**src/rtl/pc_stack_unit.sv**
```systemverilog
// pc_stack_unit: program counter for the PicoMIPS core with a LIFO return stack.
// It handles increment, conditional relative branch, subroutine call/return and interrupt entry.
// Latency: 1 cycle. A command sampled at an edge is visible on pc/depth right after that edge.
// Backpressure: en=0 stalls. All state holds and the command inputs are ignored.
//
// Ports:
//   clk, rst           clock and synchronous active-high reset
//   en                 advance enable (0 = stall)
//   mode               0=RETURN 1=INCREMENT 2=RELATIVE 3=SUBROUTINE
//   take               branch condition for RELATIVE
//   imm                signed offset (RELATIVE) or unsigned target (SUBROUTINE)
//   irq                level interrupt request, sampled only while en=1
//   pc                 registered program counter
//   depth              registered stack occupancy
//   overflow/underflow sticky stack-error flags, cleared only by rst
module pc_stack_unit #(
  parameter int unsigned A       = 10,
  parameter int unsigned IMM_W   = 8,
  parameter int unsigned DEPTH   = 4,
  parameter int unsigned RST_VEC = 0,
  parameter int unsigned IRQ_VEC = 1,
  localparam int unsigned DW     = $clog2(DEPTH + 1)
) (
  input  logic             clk,
  input  logic             rst,
  input  logic             en,
  input  logic [1:0]       mode,
  input  logic             take,
  input  logic [IMM_W-1:0] imm,
  input  logic             irq,
  output logic [A-1:0]     pc,
  output logic [DW-1:0]    depth,
  output logic             overflow,
  output logic             underflow
);

  localparam logic [1:0] MODE_RETURN     = 2'd0;
  localparam logic [1:0] MODE_INCREMENT  = 2'd1;
  localparam logic [1:0] MODE_RELATIVE   = 2'd2;
  localparam logic [1:0] MODE_SUBROUTINE = 2'd3;

  // Stack index width. Stack positions 0..DEPTH-1 always fit in IW bits.
  localparam int unsigned IW = (DEPTH > 1) ? $clog2(DEPTH) : 1;
  // Width that holds both the immediate and the PC, used for extension before truncation.
  localparam int unsigned EW = (A > IMM_W) ? A : IMM_W;

  logic [A-1:0]  stack [0:DEPTH-1];

  logic [A-1:0]  pc_nxt;
  logic [DW-1:0] depth_nxt;
  logic          overflow_nxt;
  logic          underflow_nxt;
  logic          push;

  logic [A-1:0]  pc_inc;
  logic [EW-1:0] imm_sx;
  logic [EW-1:0] imm_zx;
  logic [IW-1:0] wr_idx;
  logic [IW-1:0] rd_idx;
  logic          full;

  assign pc_inc = pc + A'(1);
  assign imm_sx = EW'($signed(imm));
  assign imm_zx = EW'(imm);
  assign full   = (depth == DW'(DEPTH));
  // A push writes entry [depth]. A pop reads entry [depth-1].
  // The low-bit subtraction is exact because depth never exceeds 2**IW.
  assign wr_idx = depth[IW-1:0];
  assign rd_idx = wr_idx - IW'(1);

  always_comb begin
    pc_nxt        = pc;
    depth_nxt     = depth;
    overflow_nxt  = overflow;
    underflow_nxt = underflow;
    push          = 1'b0;

    if (en) begin
      if (irq) begin
        // Interrupt entry saves the address after the current instruction.
        // This lets RETURN resume past a WFI.
        pc_nxt = A'(IRQ_VEC);
        if (full) begin
          overflow_nxt = 1'b1;
        end else begin
          push      = 1'b1;
          depth_nxt = depth + DW'(1);
        end
      end else begin
        case (mode)
          MODE_INCREMENT: begin
            pc_nxt = pc_inc;
          end
          MODE_RELATIVE: begin
            pc_nxt = take ? (pc + imm_sx[A-1:0]) : pc_inc;
          end
          MODE_SUBROUTINE: begin
            // The jump happens even when the stack is full. Only the save is lost.
            pc_nxt = imm_zx[A-1:0];
            if (full) begin
              overflow_nxt = 1'b1;
            end else begin
              push      = 1'b1;
              depth_nxt = depth + DW'(1);
            end
          end
          MODE_RETURN: begin
            if (depth != '0) begin
              pc_nxt    = stack[rd_idx];
              depth_nxt = depth - DW'(1);
            end else begin
              // Returning from an empty stack is flagged and falls through.
              underflow_nxt = 1'b1;
              pc_nxt        = pc_inc;
            end
          end
          default: begin
            pc_nxt = pc;
          end
        endcase
      end
    end
  end

  always_ff @(posedge clk) begin
    if (rst) begin
      pc        <= A'(RST_VEC);
      depth     <= '0;
      overflow  <= 1'b0;
      underflow <= 1'b0;
    end else begin
      pc        <= pc_nxt;
      depth     <= depth_nxt;
      overflow  <= overflow_nxt;
      underflow <= underflow_nxt;
    end
  end

  // Stack storage has no reset. An empty stack is defined by depth alone.
  always_ff @(posedge clk) begin
    if (!rst && push) begin
      stack[wr_idx] <= pc_inc;
    end
  end

endmodule

```
**config.mk**
```make
export PLATFORM = sky130hd
export DESIGN_NAME = pc_stack_unit
export DESIGN_NICKNAME = d
export VERILOG_FILES = /design/src/rtl/pc_stack_unit.sv
export SDC_FILE = /design/constraint.sdc
export NUM_CORES = 1
export LEC_CHECK = 0
export ABC_AREA = 1
export CAP_MARGIN = 20
export CORE_MARGIN = 2
export CORE_UTILIZATION = 48
export CTS_BUF_LIST = sky130_fd_sc_hd__clkbuf_16
export CTS_CLUSTER_DIAMETER = 150
export CTS_CLUSTER_SIZE = 24
export DETAILED_ROUTE_END_ITERATION = 10
export HOLD_SLACK_MARGIN = 0.06
export PLACE_DENSITY = 0.8
export SLEW_MARGIN = 5
export SYNTH_ARGS = -nofsm -noshare
export SYNTH_HDL_FRONTEND = slang
export SYNTH_SLANG_ARGS = --single-unit
```
**constraint.sdc**
```tcl
create_clock -name clk -period 2.2 [get_ports clk]
set_clock_uncertainty 0.1 [all_clocks]
set_input_delay 0.22 -clock clk [delete_from_list [all_inputs] [get_ports clk]]
set_output_delay 0.22 -clock clk [all_outputs]
set_load 0.02 [all_outputs]
```
* Word-level counts from Yosys, hierarchy flattened
Memories as Yosys holds them, arrays and structs flattened. Cells that the tools add are included.
Cells by class: add/subtract/negate cells 5, multipliers 0, div/mod/pow operators 0, $lt $le $gt $ge 0, eq/ne operators 5, shifts and indexed selects 0, muxes and demuxes 17, bitwise operators 2, reductions and logical operators 9
Operators by type and width (number):
- $pmux W10 S4 | 1
- $mux W10 | 3
- $add A10 B1 Y10 const B | 1
- $add A10 B10 Y10 | 1
- $mux W1 | 9
- $mux W3 | 3
- $pmux W3 S2 | 1
- $reduce_bool A3 Y1 | 2
- $eq A2 B2 Y1 const B | 2
- $reduce_and A4 Y1 | 1
- $add A3 B1 Y3 const B | 1
- $eq A3 B3 Y1 const B | 1
- $ne A3 B3 Y1 const B | 1
- $reduce_and A3 Y1 | 1
- $sub A3 B1 Y3 const B | 1
- $eq A2 B1 Y1 const B | 1
- $logic_not A2 Y1 | 1
- $not A1 Y1 | 2
- $reduce_and A2 Y1 | 1
- $reduce_bool A2 Y1 | 1
- $sub A2 B1 Y2 const B | 1
- $logic_and A1 B1 Y1 | 1
- $logic_not A1 Y1 | 1
Word-level totals: register bits after elaboration 15, latch bits 0, bits in writable memories 40, ROM bits 0, bits of input ports 15, output and inout bits 15, logic and storage cells 43, memories kept 1
Memories:
- stack | words 4, width 10, read ports 1, clocked after memory_dff 0, wr ports 1, RTL line 47 | logic [A-1:0] stack [0:DEPTH-1];

* Longest topological paths before layout
Gate-level depths: netlist of the first run.
depth after elaboration 8, gate-level depth with buffers 13

* Worst setup path before layout of the first run
OpenSTA, ideal clock, no wires.
kind register -> register, start register depth[0], end memory stack[3][0] (enable), setup time 0.376 ns, data arrival time 1.864 ns, required time 1.724 ns, setup slack -0.140 ns, stages on the path, launching flop included 8, buffers on the path 1, period minus slack after synthesis 2.340 ns, path through dfxtp_1 -> inv_1 -> buf_2 -> ha_1 -> ha_1 -> inv_1 -> nand2_1 -> nor2_1
Between the ends: cells in the longest elaborated chain, start to end 8
Ends and longest elaborated chain:
- start, declared | RTL line 32 | output logic [DW-1:0] depth,
- start signal, assigned | RTL line 133 | depth <= depth_nxt;
- $eq A3 B3 Y1 | RTL line 65 | assign full = (depth == DW'(DEPTH));
- $mux W1 | RTL line 83, 100
- $mux W1 | RTL line 90 | case (mode)
- $mux W1 | RTL line 79 | if (irq) begin
- $mux W1 | RTL line 78 | if (en) begin
- $logic_and A1 B1 Y1 | RTL line 141 | if (!rst && push) begin
- $mux W1 | RTL line 141
- $mux W1 (not written as such) | RTL line 142 | stack[wr_idx] <= pc_inc;
- end, declared | RTL line 47
Several ways; a longest one is shown, not always the timed one.

* Worst setup path in the final report of the first run
start input imm[0], end register pc[6]
Between the ends: cells in the longest elaborated chain, start to end 4
Ends and longest elaborated chain:
- start, declared | RTL line 29 | input logic [IMM_W-1:0] imm,
- $add A10 B10 Y10 | RTL line 95 | pc_nxt = take ? (pc + imm_sx[A-1:0]) : pc_inc;
- $mux W10 | RTL line 95
- $pmux W10 S4 | RTL line 90
- $mux W10 | RTL line 79
- end signal, assigned | RTL line 127 | pc <= A'(RST_VEC);
- end signal, assigned | RTL line 132 | pc <= pc_nxt;
- end, declared | RTL line 31 | output logic [A-1:0] pc,
Every way passes these cells. A chain may end at the register's enable or synchronous reset.

==> summary.md, run 1 <==
The run finished with clean final reports. The number of global-route vias before repair came out at 2914. The initial antenna violation count is 0. The tightest min-delay check is of the reg2reg type.

STA classifies the critical path startpoint as a primary input. The total count of max-transition violations in the final report is 0, and the remaining design rule violation count is 0. The total of max-cap violations was 0. In this run, distinct cell masters in the synthesized netlist total 37. Once routing completed, OpenROAD measured the worst setup slack at 138 ps.

VDD sags by at most 0.311 mV. The logs give 5 for the number of CTS-inserted buffers and 0 for the number of nets with antenna violations after routing. Clock tree synthesis selected as its root buffer the cell sky130_fd_sc_hd__clkbuf_16. At the pin with the least slew margin, the transition time is 479 ps. After the last flow step, the layout net total stands at 502. The filler cell count in the final layout was 619; the largest net degree at the start of global routing was 24. The async set-or-reset flop fraction in the synthesized netlist came out at 0. For the post-CTS setup buffer count, the log shows 0. In the synthesized netlist, the number of instances is 412. Antenna diode instance count: 0.

The worst setup path is of the in2reg kind. The finished cells cover 4070 um2. The via count of the routed design was 2983; the layout cell share with drive strength beyond 1 was 0.142. After floorplanning, the core was sized to cover 6760 um2. The synthesized netlist net count is 444, and the count of warnings emitted by yosys is 0.

The tools report the effective utilization at floorplan as 0.491. The latest clock arrival within the worst-skew pair is 290 ps. The switching power share of the total is 0.292, and the fraction of power consumed by the clock network is 0.316. Hold timing on the final database bottoms out at a slack of 368 ps. Measured along the y axis, the die boundary spans 87.2 um. The internal power contribution is 0.00179 W. Dividing the detail-routed wire length by the instance count gives 15.7 um.

The data arrival at the endpoint of the critical path is 2190 ps, and the layout overhead on the synthesized area is 22.5%. The number of enable flip-flop cells after synthesis was 40. The relative contribution of sequential cells to total power is 0.460. The leading register cell type out of synthesis is sky130_fd_sc_hd__edfxtp_1. The tools report the placed wire-length estimate as 6480 um. The final layout contains routed wiring with a total length of 8630 um. At the worst endpoint, the required time is 2330 ps. For the number of search-and-repair iterations in the first detailed-routing pass, the log shows 5. The tools report the endpoint type of the worst setup path as a flop. Routability-driven placement finished with a final weighted congestion of 0.934. The count of state elements after synthesis was 55; the net switching power figure was 0.000736 W.

Clock-pin slew was measured on the worst setup and hold paths at 70 ps. The run gives 0 as the final hold violation count. Once layout is complete, the cells apart from fillers number 551. The maximum clock frequency was 485 MHz; the leakage power figure was 1.75 nW. The post-synth design cell area was 3320 um2. The portion of the clock cycle consumed by the worst path in the final layout is 0.937. Power spread over the standard cell area amounts to 621 nW/um2.

The run gives 0.00252 W as the total power. Subtracting the final worst setup slack from the clock period gives 2060 ps. Of all nets on the critical path, the largest fanout is 3. The instance area at placement is 3910 um2. 30 I/O pins were placed. The tools report the part of the total power dissipated in combinational logic as 0.223.

Setup violations remaining at the end of the flow were counted as 0. The logs give 0.452 for the portion of the post-synthesis area used by sequential elements and 139 for the count of routing violations after the opening detailed-route iteration. The number of port buffers works out to 29. The wire length of the first global-routing pass is 13800 um, and the maximum number of buffers from clock root to sink is 2. Dividing the synthesized area by the synthesized cell count gives 8.06 um2. The per-cell via count in the routed design works out to 5.41. The relative slew slack was 0.680; the global router's overall resource usage was 0.241.

The total overflow left after global routing is 0. In this run the core area contains 30 standard-cell rows. The H-tree was split into 2 levels. The floorplan step defined a die boundary enclosing 7600 um2.

Counting tap cells, the placed design contains a total of 543 instances. The post-placement worst setup slack came out at -165 ps. TritonCTS built the clock tree. The floorplan die width was 87.2 um. Clock tree synthesis found a total of 55 sinks.
==> power groups by stage <==
| stage | registers [W] | logic, W | clock network [W] |
|---|---|---|---|
| 2_1_floorplan | 0.00121 | 0.000321 | 0 |
| 3_3_place_gp | 0.00118 | 0.000541 | 0 |
| 3_5_place_dp | 0.00119 | 0.000555 | 0 |
| 4_1_cts | 0.00116 | 0.000559 | 0.000799 |
| 5_1_grt | 0.00116 | 0.000619 | 0.000836 |
| 6_report | 0.00116 | 0.000563 | 0.000798 |
==> sequential cells by signal (all words and copies together) (netlist names) <==
name / cells
depth: 3
stack: 40
overflow: 1
pc: 10
underflow: 1
==> area by class of cell <==
type	instances	area, um2	area share
Multi-Input combinational cell	296	1580	0.389
Sequential cell	55	1500	0.369
Timing Repair Buffer	60	536	0.132
Inverter	52	200	0.0492
Clock buffer	5	125	0.0308
Tap cell	80	100	0.0246
Clock inverter	3	22.5	0.00554
==> cell families after synthesis <==
family | count (synthesis) | synth area share
xor+xnor | 8 | 0.0211
buf+inv | 61 | 0.0739
simple gates | 207 | 0.277
compound gates | 64 | 0.109
fa+ha+maj | 17 | 0.0663
flops | 55 | 0.452
==> path summary, 6_finish.rpt <==
check                           slack, ps  startpoint       end  depth (start not counted)
worst max-delay path                  140      imm[0]     pc[6]                         14
worst min-delay path                  370    overflow  overflow                          2
worst max register to register        160    depth[1]     pc[9]                         11
worst min register to register        370    overflow  overflow                          2
==> synth_stat cells (2+ instances only) <==
library cell | number | share of area
sky130_fd_sc_hd__nand4_1 | 3 | 0.0057
sky130_fd_sc_hd__nor2_4 | 4 | 0.014
sky130_fd_sc_hd__nand3_1 | 42 | 0.063
sky130_fd_sc_hd__o21bai_1 | 2 | 0.0045
sky130_fd_sc_hd__nand2_1 | 113 | 0.13
sky130_fd_sc_hd__nand2_2 | 6 | 0.011
sky130_fd_sc_hd__dfxtp_1 | 15 | 0.090
sky130_fd_sc_hd__o21ai_1 | 4 | 0.0060
sky130_fd_sc_hd__a21oi_1 | 25 | 0.038
sky130_fd_sc_hd__clkbuf_1 | 2 | 0.0023
sky130_fd_sc_hd__xor2_1 | 6 | 0.016
sky130_fd_sc_hd__nor2_1 | 28 | 0.032
sky130_fd_sc_hd__a21oi_2 | 2 | 0.0053
sky130_fd_sc_hd__ha_1 | 16 | 0.060
sky130_fd_sc_hd__o21ai_0 | 21 | 0.032
sky130_fd_sc_hd__o21ai_2 | 2 | 0.0053
sky130_fd_sc_hd__inv_2 | 3 | 0.0034
sky130_fd_sc_hd__edfxtp_1 | 40 | 0.36
sky130_fd_sc_hd__nor2_2 | 4 | 0.0075
sky130_fd_sc_hd__xnor2_1 | 2 | 0.0053
sky130_fd_sc_hd__nand3b_1 | 3 | 0.0068
sky130_fd_sc_hd__o22ai_1 | 3 | 0.0057
sky130_fd_sc_hd__buf_2 | 6 | 0.0090
sky130_fd_sc_hd__inv_1 | 47 | 0.053
==> critical path, stage by stage <==
cell and delay [ps]:
sky130_fd_sc_hd__clkdlybuf4s50_1 480, sky130_fd_sc_hd__ha_2 210, sky130_fd_sc_hd__inv_1 60, sky130_fd_sc_hd__fa_1 370, sky130_fd_sc_hd__nand3b_1 210, sky130_fd_sc_hd__nand2_2 120, sky130_fd_sc_hd__nand3_1 90, sky130_fd_sc_hd__nand2_1 80
sky130_fd_sc_hd__nand2_1 50, sky130_fd_sc_hd__nand3_1 60, sky130_fd_sc_hd__nand2_1 50, sky130_fd_sc_hd__nand2_1 50, sky130_fd_sc_hd__nand2_1 40, sky130_fd_sc_hd__a21oi_1 110
==> layout by cell type (no fill, tap or decap), types with 2 or more instances in the layout <==
cell type,n
sky130_fd_sc_hd__nor2_1,27
sky130_fd_sc_hd__o21bai_1,2
sky130_fd_sc_hd__inv_2,3
sky130_fd_sc_hd__a21oi_2,2
sky130_fd_sc_hd__ha_1,15
sky130_fd_sc_hd__xnor2_1,2
sky130_fd_sc_hd__o21ai_2,2
sky130_fd_sc_hd__o21ai_0,21
sky130_fd_sc_hd__clkinv_4,2
sky130_fd_sc_hd__buf_4,30
sky130_fd_sc_hd__nand2_1,112
sky130_fd_sc_hd__inv_1,47
sky130_fd_sc_hd__o21ai_1,4
sky130_fd_sc_hd__o22ai_1,3
sky130_fd_sc_hd__a21oi_1,25
sky130_fd_sc_hd__nor2_2,5
sky130_fd_sc_hd__clkbuf_16,5
sky130_fd_sc_hd__edfxtp_1,40
sky130_fd_sc_hd__dfxtp_1,15
sky130_fd_sc_hd__clkdlybuf4s50_1,29
sky130_fd_sc_hd__nand3_1,42
sky130_fd_sc_hd__nor2_4,4
sky130_fd_sc_hd__nand4_1,3
sky130_fd_sc_hd__nand3b_1,3
sky130_fd_sc_hd__xor2_1,6
sky130_fd_sc_hd__nand2_2,7
==> per-stage QoR <==
| stage | util | setup TNS (ps) |
|---|---|---|
| final | 0.602 | 0 |
| after global routing | 0.602 | -7.04 |
| after CTS | 0.601 | 0 |
| after detailed placement | 0.579 | -548 |
| after global placement | 0.579 | -265 |
| after floorplan | - | -3880 |
==> routing by layer <==
metal	track usage	vias up	part of all wire
met3	0.0370	15	0.047
met5	0	-	0
li1	-	1478	-
met2	0.416	97	0.50
met4	0.0685	0	0.014
met1	0.315	1393	0.44
==> what timing repair did <==
item                                    CTS  global route
endpoints found under the setup margin    0             3
resized for setup                         0             2
hold buffers                              0             0
Power figures use the tool's default switching activity.
==> run 2, diff against run 1 <==
--- a/config.mk
+++ b/config.mk
@@ -8,13 +8,14 @@
 export ABC_AREA = 1
 export CAP_MARGIN = 20
 export CORE_MARGIN = 2
-export CORE_UTILIZATION = 48
+export CORE_UTILIZATION = 52
 export CTS_BUF_LIST = sky130_fd_sc_hd__clkbuf_16
 export CTS_CLUSTER_DIAMETER = 150
 export CTS_CLUSTER_SIZE = 24
 export DETAILED_ROUTE_END_ITERATION = 10
+export GPL_ROUTABILITY_DRIVEN = 1
 export HOLD_SLACK_MARGIN = 0.06
-export PLACE_DENSITY = 0.8
+export PLACE_DENSITY = 0.85
 export SLEW_MARGIN = 5
 export SYNTH_ARGS = -nofsm -noshare
 export SYNTH_HDL_FRONTEND = slang
==> run 2 against run 1 <==
  * Clock power fell by 1%
  * Combinational power barely moved
  * Largest power group unchanged
  * Register-to-register slack better by 20 ps
  * Via count up 0.20%
  * Largest cell class unchanged
  * Cell area is 0.55% lower
  * First-iteration DRC count up 60%
  * Flip-flop and latch count unchanged
  * Setup slack improved by 38 ps
  * Global-route usage grew 1.7 points
  * Non-clock buffer count shrank 3
==> summary.md, run 2 (synthesis gave the netlist of run 1 again) <==
The worst ir drop on vdd is 0.462 mV (+49%). The number of search-and-repair iterations in the first detailed-routing pass is 6 (+1), and the hold path depth is 2 (unchanged). The per-cell via count in the routed design was 5.48 (+1.3%); the total of max-cap violations was 0 (unchanged). The via count of the routed design was 2989 (+0.20%). On the critical path, the stage with the largest delay is an instance of sky130_fd_sc_hd__clkdlybuf4s50_1. For the fraction of power consumed by the clock network, the log shows 0.313 (-0.003). The clock-pin slew on the worst setup and hold paths was 70 ps (about the same). The top cell types in the final layout, fill and taps aside, are 112 x sky130_fd_sc_hd__nand2_1, 47 x sky130_fd_sc_hd__inv_1, 42 x sky130_fd_sc_hd__nand3_1, 40 x sky130_fd_sc_hd__edfxtp_1, 29 x sky130_fd_sc_hd__clkdlybuf4s50_1. The net switching power figure was 0.000734 W (-0.22%). Final routed wirelength across all metal layers: 8680 um (+0.57%). The largest registers in the layout are stack: 40 flops, pc: 10 flops, depth: 3 flops. The internal power contribution was 0.00178 W (-0.47%). CTS placed an instance of sky130_fd_sc_hd__clkbuf_16 at the clock tree root. The CTS H-tree depth came out at 2 (unchanged). The wire length per cell is 15.9 um (+1.7%), and the count of routing violations after the opening detailed-route iteration is 223 (+60%). The number of port buffers came out at 29 (unchanged). The peak-usage layer in the global routing report was met2.

The most common library cell in the layout ignoring fill and taps is sky130_fd_sc_hd__nand2_1. The category of the critical setup timing path is in2reg. From synthesis to final layout, the design area changed by 21.8%. The maximum number of buffers from clock root to sink came out at 2 (unchanged). The logs give 24 (unchanged) for the largest net degree at the start of global routing and 0 (unchanged) for the overflow left after global routing. The initial antenna violation count was 0 (unchanged); the global routing met3 resource utilization was 0.0366 (-0.000369). The leakage power figure is 1.73 nW (-1.3%), and the height of the die is 83.9 um (-3.7%). The slew of the pin with the lowest slew margin is 436 ps (-42.4 ps).

The top-level I/O count is 30 (unchanged), and the number of cells on the critical path is 14 (unchanged). For the post-CTS setup buffer count, the log shows 0 (unchanged). The delay of the slowest cell on the worst path works out to 480 ps (about the same).

The switching power share of the total came out at 0.292 (+0.000530). For the data arrival at the endpoint of the critical path, the log shows 2150 ps (-40 ps). The worst setup path is launched from a primary input. The family with the most delay on the worst path was simple AND/OR/NAND/NOR gates.

The endpoint type of the worst setup path is a flop. The tools report the number of global-route vias before repair as 2880 (-1.2%). stack holds more flip-flops than any other register.

The tools report the latest clock arrival within the worst-skew pair as 290 ps (about the same). The total count of max-transition violations in the final report came out at 0 (unchanged). Number of hold buffers added after cts: 0 (unchanged). For the worst endpoint required time, the log shows 2330 ps (about the same).

The row count was 29 (-3.3%); the clock sink total was 55 (unchanged). The floorplan die width is 83.9 um (-3.7%). TritonCTS built the clock tree.

The run gives 494 MHz (+1.9%) as the maximum clock frequency. The tools report the final-layout setup total negative slack as 0 ps (unchanged). The logs give 0.529 (+0.0375) for the effective utilization at floorplan and 499 (-0.60%) for the number of nets in the layout. The number of setup violations in the final report is 0 (unchanged). The portion of the clock cycle consumed by the worst path in the final layout was 0.920 (-0.0172). The filler cell count in the final layout was 530 (-14%); the post-layout worst setup margin was 176 ps (+37.9 ps). The critical path goes through clkdlybuf4s50_1 > ha_2 > inv_1 > fa_2 > nand3b_1 > nand2_2 > nand3_1 > nand2_1 > nand2_1 > nand3_1 > nand2_1 > nand2_1 > nand2_1 > a21oi_1.

The run finished with clean final reports. The run gives 0.224 (about the same) as the part of the total power dissipated in combinational logic. The global router's overall resource usage was 0.258 (+0.0173); the filler-free cell count of the finished design was 545 (-1.1%). The antenna diode instance count was 0 (unchanged); the cell area power density was 621 nW/um2 (+0.16%). In this run the worst hold path is classified as reg2reg.

The most numerous cell on the critical path is sky130_fd_sc_hd__nand2_1. The tools report the final core area utilization as 0.644 (+0.0423). Post-placement worst setup slack: -179 ps (-14.3 ps). The layout cell share with drive strength beyond 1 was 0.139 (-0.00336); the number of flip-flops under the largest register name was 40 (unchanged). The logs give 0 (unchanged) for the number of nets with antenna violations after routing and 0.708 (+0.0284) for the relative slew slack.

The logs give 0.325 (+0.0101) for the met1 capacity usage during global routing and 0.463 (+0.003) for the relative contribution of sequential cells to total power. The number of CTS-inserted buffers is 5 (unchanged). The cell count of the worst reg-to-reg path was 10 (-1); the met2 layer usage reported by global route was 0.447 (+0.0316).

The logs give 0.945 (+1.1%) for the last weighted congestion value of the routability-driven placer and 0 (unchanged) for the remaining design rule violation count. The number of cells after detailed placement is 537 (-1.1%), and the wire length of the first global-routing pass is 14200 um (+2.6%). For the total die area, the log shows 7040 um2 (-7.4%). For the core box area, the log shows 6280 um2 (-7.1%).

Setup repair after global routing left no endpoint under its margin. The total buffers and inverters traversed by the critical path is 2 (unchanged), and the post-layout minimum cycle time is 2020 ps (-37.9 ps). The biggest fanout along the worst timing path is 3 (unchanged), and the placed wire-length estimate is 6560 um (+1.2%). The final hold violation count came out at 0 (unchanged).
==> run 2: per-layer routing <==
metal | wire (um) | vias up | share of wire
met4 | 245 | 0 | 0.028
met3 | 642 | 17 | 0.074
li1 | - | 1474 | -
met1 | 3510 | 1376 | 0.40
met2 | 4280 | 122 | 0.49
met5 | 0 | - | 0
==> run 2: path summary, 6_finish.rpt <==
kind	start	end	slack, ps
hold / removal	overflow	overflow	370
hold reg to reg	overflow	overflow	370
setup reg to reg	depth[0]	pc[3]	180
setup / recovery	imm[0]	pc[6]	180
==> run 2: area by class of cell <==
type                    count  area [um2]  area share
multi-input cells         296        1590       0.392
flip-flops and latches     55        1500       0.371
repair buffers             57         513       0.127
inverters                  52         200      0.0495
clock buffers               5         125      0.0310
well taps                  77        96.3      0.0238
clock inverters             3        20.0     0.00495
==> run 2: metrics by stage <==
step	total power (W)	hold slack, ps	area, um2
floorplan	0.00153	198	3320
global placement	0.00172	344	3890
detailed placement	0.00174	358	3890
CTS	0.00251	376	4030
global route	0.00262	409	4040
finish	0.00251	374	4040
==> run 2: what timing repair did <==
item,4_1_cts,5_1_grt
gates resized for setup,0,4
endpoints found under the hold margin,0,0
setup endpoints to repair,0,3
==> run 2: power by group through the flow <==
| stage | registers, W | logic, W | clock network, W |
|---|---|---|---|
| detailed placement | 0.00119 | 0.000553 | 0 |
| CTS | 0.00116 | 0.000557 | 0.000793 |
| finish | 0.00116 | 0.000562 | 0.000787 |
| global route | 0.00117 | 0.000623 | 0.000834 |
| global placement | 0.00118 | 0.000535 | 0 |
| floorplan | 0.00121 | 0.000321 | 0 |
==> run 2: worst register-to-register path, stage by stage, from the launching register on <==
cell and delay, ps:
sky130_fd_sc_hd__dfxtp_1 330, sky130_fd_sc_hd__inv_1 50, sky130_fd_sc_hd__ha_1 230, sky130_fd_sc_hd__ha_1 250, sky130_fd_sc_hd__nor2_4 280, sky130_fd_sc_hd__nand3_1 180
sky130_fd_sc_hd__nand3_1 150, sky130_fd_sc_hd__nand2_1 70, sky130_fd_sc_hd__o21ai_0 100, sky130_fd_sc_hd__nand2_1 80, sky130_fd_sc_hd__a21oi_1 130
==> run 3, diff against run 2 <==
--- a/config.mk
+++ b/config.mk
@@ -8,14 +8,14 @@
 export ABC_AREA = 1
 export CAP_MARGIN = 20
 export CORE_MARGIN = 2
-export CORE_UTILIZATION = 52
+export CORE_UTILIZATION = 45
 export CTS_BUF_LIST = sky130_fd_sc_hd__clkbuf_16
 export CTS_CLUSTER_DIAMETER = 150
 export CTS_CLUSTER_SIZE = 24
 export DETAILED_ROUTE_END_ITERATION = 10
 export GPL_ROUTABILITY_DRIVEN = 1
 export HOLD_SLACK_MARGIN = 0.06
-export PLACE_DENSITY = 0.85
+export PLACE_DENSITY = 0.76
 export SLEW_MARGIN = 5
 export SYNTH_ARGS = -nofsm -noshare
 export SYNTH_HDL_FRONTEND = slang
==> run 3 against run 2 <==
  * Maximum frequency is 1.7% higher
  * Global-route usage is 4.2 points lower
  * Register-to-register slack better by 70 ps
  * Combinational power is 1% higher
  * Flip-flop and latch count stayed put
  * Via count is 3.0% lower
  * Cell area is 2.6% higher
  * Critical endpoint is now pc[8]
  * Largest power group unchanged
  * Highest routed layer unchanged
==> summary.md, run 3 (synthesis gave the netlist of run 1 again) <==
The portion of the clock cycle consumed by the worst path in the final layout was 0.905 (-0.0149); the worst ir drop on vdd was 0.424 mV (-8.2%). The number of setup violations in the final report was 0 (unchanged). For the total count of max-transition violations in the final report, the log shows 0 (unchanged). The tools report the number of search-and-repair iterations in the first detailed-routing pass as 4 (-2). The layout cell share with drive strength beyond 1 was 0.158 (+0.0187).

The number of port buffers was 29 (unchanged). Design area: 4150 um2 (+2.6%). The largest registers in the layout are stack: 40 flops, pc: 10 flops, depth: 3 flops. Number of hold buffers added after cts: 0 (unchanged). In the layout the commonest cells are 112 x sky130_fd_sc_hd__nand2_1, 47 x sky130_fd_sc_hd__inv_1, 41 x sky130_fd_sc_hd__nand3_1, 40 x sky130_fd_sc_hd__edfxtp_1, 35 x sky130_fd_sc_hd__buf_4. Hold path depth: 2 (unchanged). The startpoint type of the worst setup path was a primary input.

The post-placement worst setup slack is -208 ps (-29.0 ps), and the cell count of the worst reg-to-reg path is 10 (unchanged). The clock-pin slew on the worst setup and hold paths was 80 ps (about the same). Height of the die: 89.9 um (+7.1%). Placed wire-length estimate: 6550 um (about the same).

The critical path is of the in2reg type. The count of routing violations after the opening detailed-route iteration is 198 (-11%). Largest register by flop count: stack. The core box area is 7210 um2 (+15%), and the initial antenna violation count is 0 (unchanged). The CTS H-tree depth is 2 (unchanged), and the via count of the routed design is 2899 (-3.0%). The flow ran to the end, and the final reports show no timing, DRC or antenna violations.

The run gives 644 (+22%) as the filler cell count in the final layout. The tools report the terminus of the critical flop-to-flop path as pc[3]. Cell area power density: 619 nW/um2 (-0.36%). The number of flip-flops under the largest register name works out to 40 (unchanged). The final routed wirelength across all metal layers is 8650 um (-0.33%), and the post-route worst hold slack is 380 ps (+5.88 ps).

The startpoint of the most critical hold path is underflow. The post-layout worst setup margin was 209 ps (+32.9 ps); the maximum clock frequency was 502 MHz (+1.7%). The final core area utilization came out at 0.575 (-0.0693).

The relative slew slack was 0.664 (-0.0440). The run gives 2 (unchanged) as the maximum number of buffers from clock root to sink. The logs give 507 (+1.6%) for the number of nets in the layout and 13900 um (-2.0%) for the wire length of the first global-routing pass.

The top-level I/O count is 30 (unchanged). The slew of the pin with the lowest slew margin works out to 502 ps (+65.7 ps). The leakage power figure is 1.78 nW (+3.0%), and the final hold violation count is 0 (unchanged). The logs give 0 (unchanged) for the overflow left after global routing and 8080 um2 (+15%) for the total die area. The post-layout minimum cycle time is 1990 ps (-32.9 ps), and the number of global-route vias before repair is 2828 (-1.8%). The number of CTS-inserted buffers is 5 (unchanged), and the biggest fanout along the worst timing path is 3 (unchanged). The path class of the tightest hold or removal check is reg2reg.

For the last weighted congestion value of the routability-driven placer, the log shows 0.921 (-2.5%). The number of nets with antenna violations after routing is 0 (unchanged), and the latest clock arrival within the worst-skew pair is 290 ps (about the same). Largest net degree at the start of global routing: 24 (unchanged). The effective utilization at floorplan is 0.460 (-0.0687), and the layout overhead on the synthesized area is 24.9%. Global router's overall resource usage: 0.216 (-0.0420). Clock sink total: 55 (unchanged). The startpoint identified for the worst register-to-register timing path is depth[1]. STA classifies the critical path endpoint as a flop. The data arrival at the endpoint of the critical path was 2120 ps (-30 ps); the worst endpoint required time was 2330 ps (about the same). The remaining design rule violation count is 0 (unchanged), and the row count is 31 (+6.9%). Antenna diode instance count: 0 (unchanged).

The path with the worst hold slack has its endpoint at underflow. TritonCTS built the clock tree. Setup repair after global routing left no endpoint under its margin.

Per-cell via count in the routed design: 5.04 (-8.1%). The floorplan die width was 89.9 um (+7.1%). Leaving out fill and tap cells, the most frequent cell in the layout is sky130_fd_sc_hd__nand2_1. The logs give 0 ps (unchanged) for the final-layout setup total negative slack and 250 ps (+70 ps) for the minimum setup slack among reg-to-reg paths. The tools report the total of max-cap violations as 0 (unchanged). The wire length per cell came out at 15.0 um (-5.5%). Root buffer selected by CTS: sky130_fd_sc_hd__clkbuf_16. For the instance area at placement, the log shows 3970 um2 (+2.1%).
## run 3: cell types whose count changed in the layout (fill, tap and decap cells not counted), sizes merged
cell and delta:
inv +2, clkinv -1, buf +8, clkinvlp -1
## run 3: power by group
part           switching (W)  internal [W]  leakage [nW]
Clock               0.000395      0.000441        0.0776
Combinational       0.000345      0.000225          1.21
Sequential         0.0000191       0.00114         0.488
Total               0.000759       0.00181          1.78
## run 3: timing repair
item | CTS | global route
setup endpoints to repair | 0 | 2
buffers inserted | 0 | 1
gates resized for setup | 0 | 5
## run 3: worst max-delay path by stage
stage / from / end / slack, ps / cells after the start
after floorplan: depth[0] / stack[1][0] / -130 / 7
after global placement: imm[0] / pc[6] / -110 / 14
after detailed placement: imm[0] / pc[6] / -210 / 14
after CTS: imm[0] / pc[6] / 90 / 14
after global routing: depth[1] / pc[3] / 10 / 10
final: imm[0] / pc[8] / 210 / 14
## run 3: metrics by stage
step	instances	power [W]
floorplan	412	0.00153
global placement	566	0.00174
detailed placement	566	0.00175
CTS	574	0.00256
global route	575	0.00267
finish	575	0.00257
## run 3: critical path: stages
cell and delay [ps]:
sky130_fd_sc_hd__clkdlybuf4s50_1 490, sky130_fd_sc_hd__ha_2 210, sky130_fd_sc_hd__inv_1 60, sky130_fd_sc_hd__fa_2 330
sky130_fd_sc_hd__nand3b_1 200, sky130_fd_sc_hd__nand2_2 110, sky130_fd_sc_hd__nand2_1 80, sky130_fd_sc_hd__nand2_1 70
sky130_fd_sc_hd__nand2_1 40, sky130_fd_sc_hd__nand3_1 50, sky130_fd_sc_hd__nand2_1 50, sky130_fd_sc_hd__nand2_1 50
sky130_fd_sc_hd__nand2_1 40, sky130_fd_sc_hd__a21oi_1 120
## run 3: area by class of cell
| cell class | count | area [um2] | share of cell area |
|---|---|---|---|
| Clock inverter | 3 | 33.8 | 0.00815 |
| Multi-Input combinational cell | 296 | 1590 | 0.383 |
| Inverter | 52 | 200 | 0.0483 |
| Sequential cell | 55 | 1500 | 0.362 |
| Clock buffer | 5 | 125 | 0.0302 |
| Timing Repair Buffer | 65 | 573 | 0.138 |
| Tap cell | 99 | 124 | 0.0299 |
## run 3: routing by layer
metal / GRT usage / routed length (um) / up-vias
met4: 0.0487 / 103 / 0
met3: 0.0302 / 427 / 8
met2: 0.384 / 4280 / 89
met5: 0 / 0 / -
met1: 0.282 / 3840 / 1314
li1: - / - / 1488
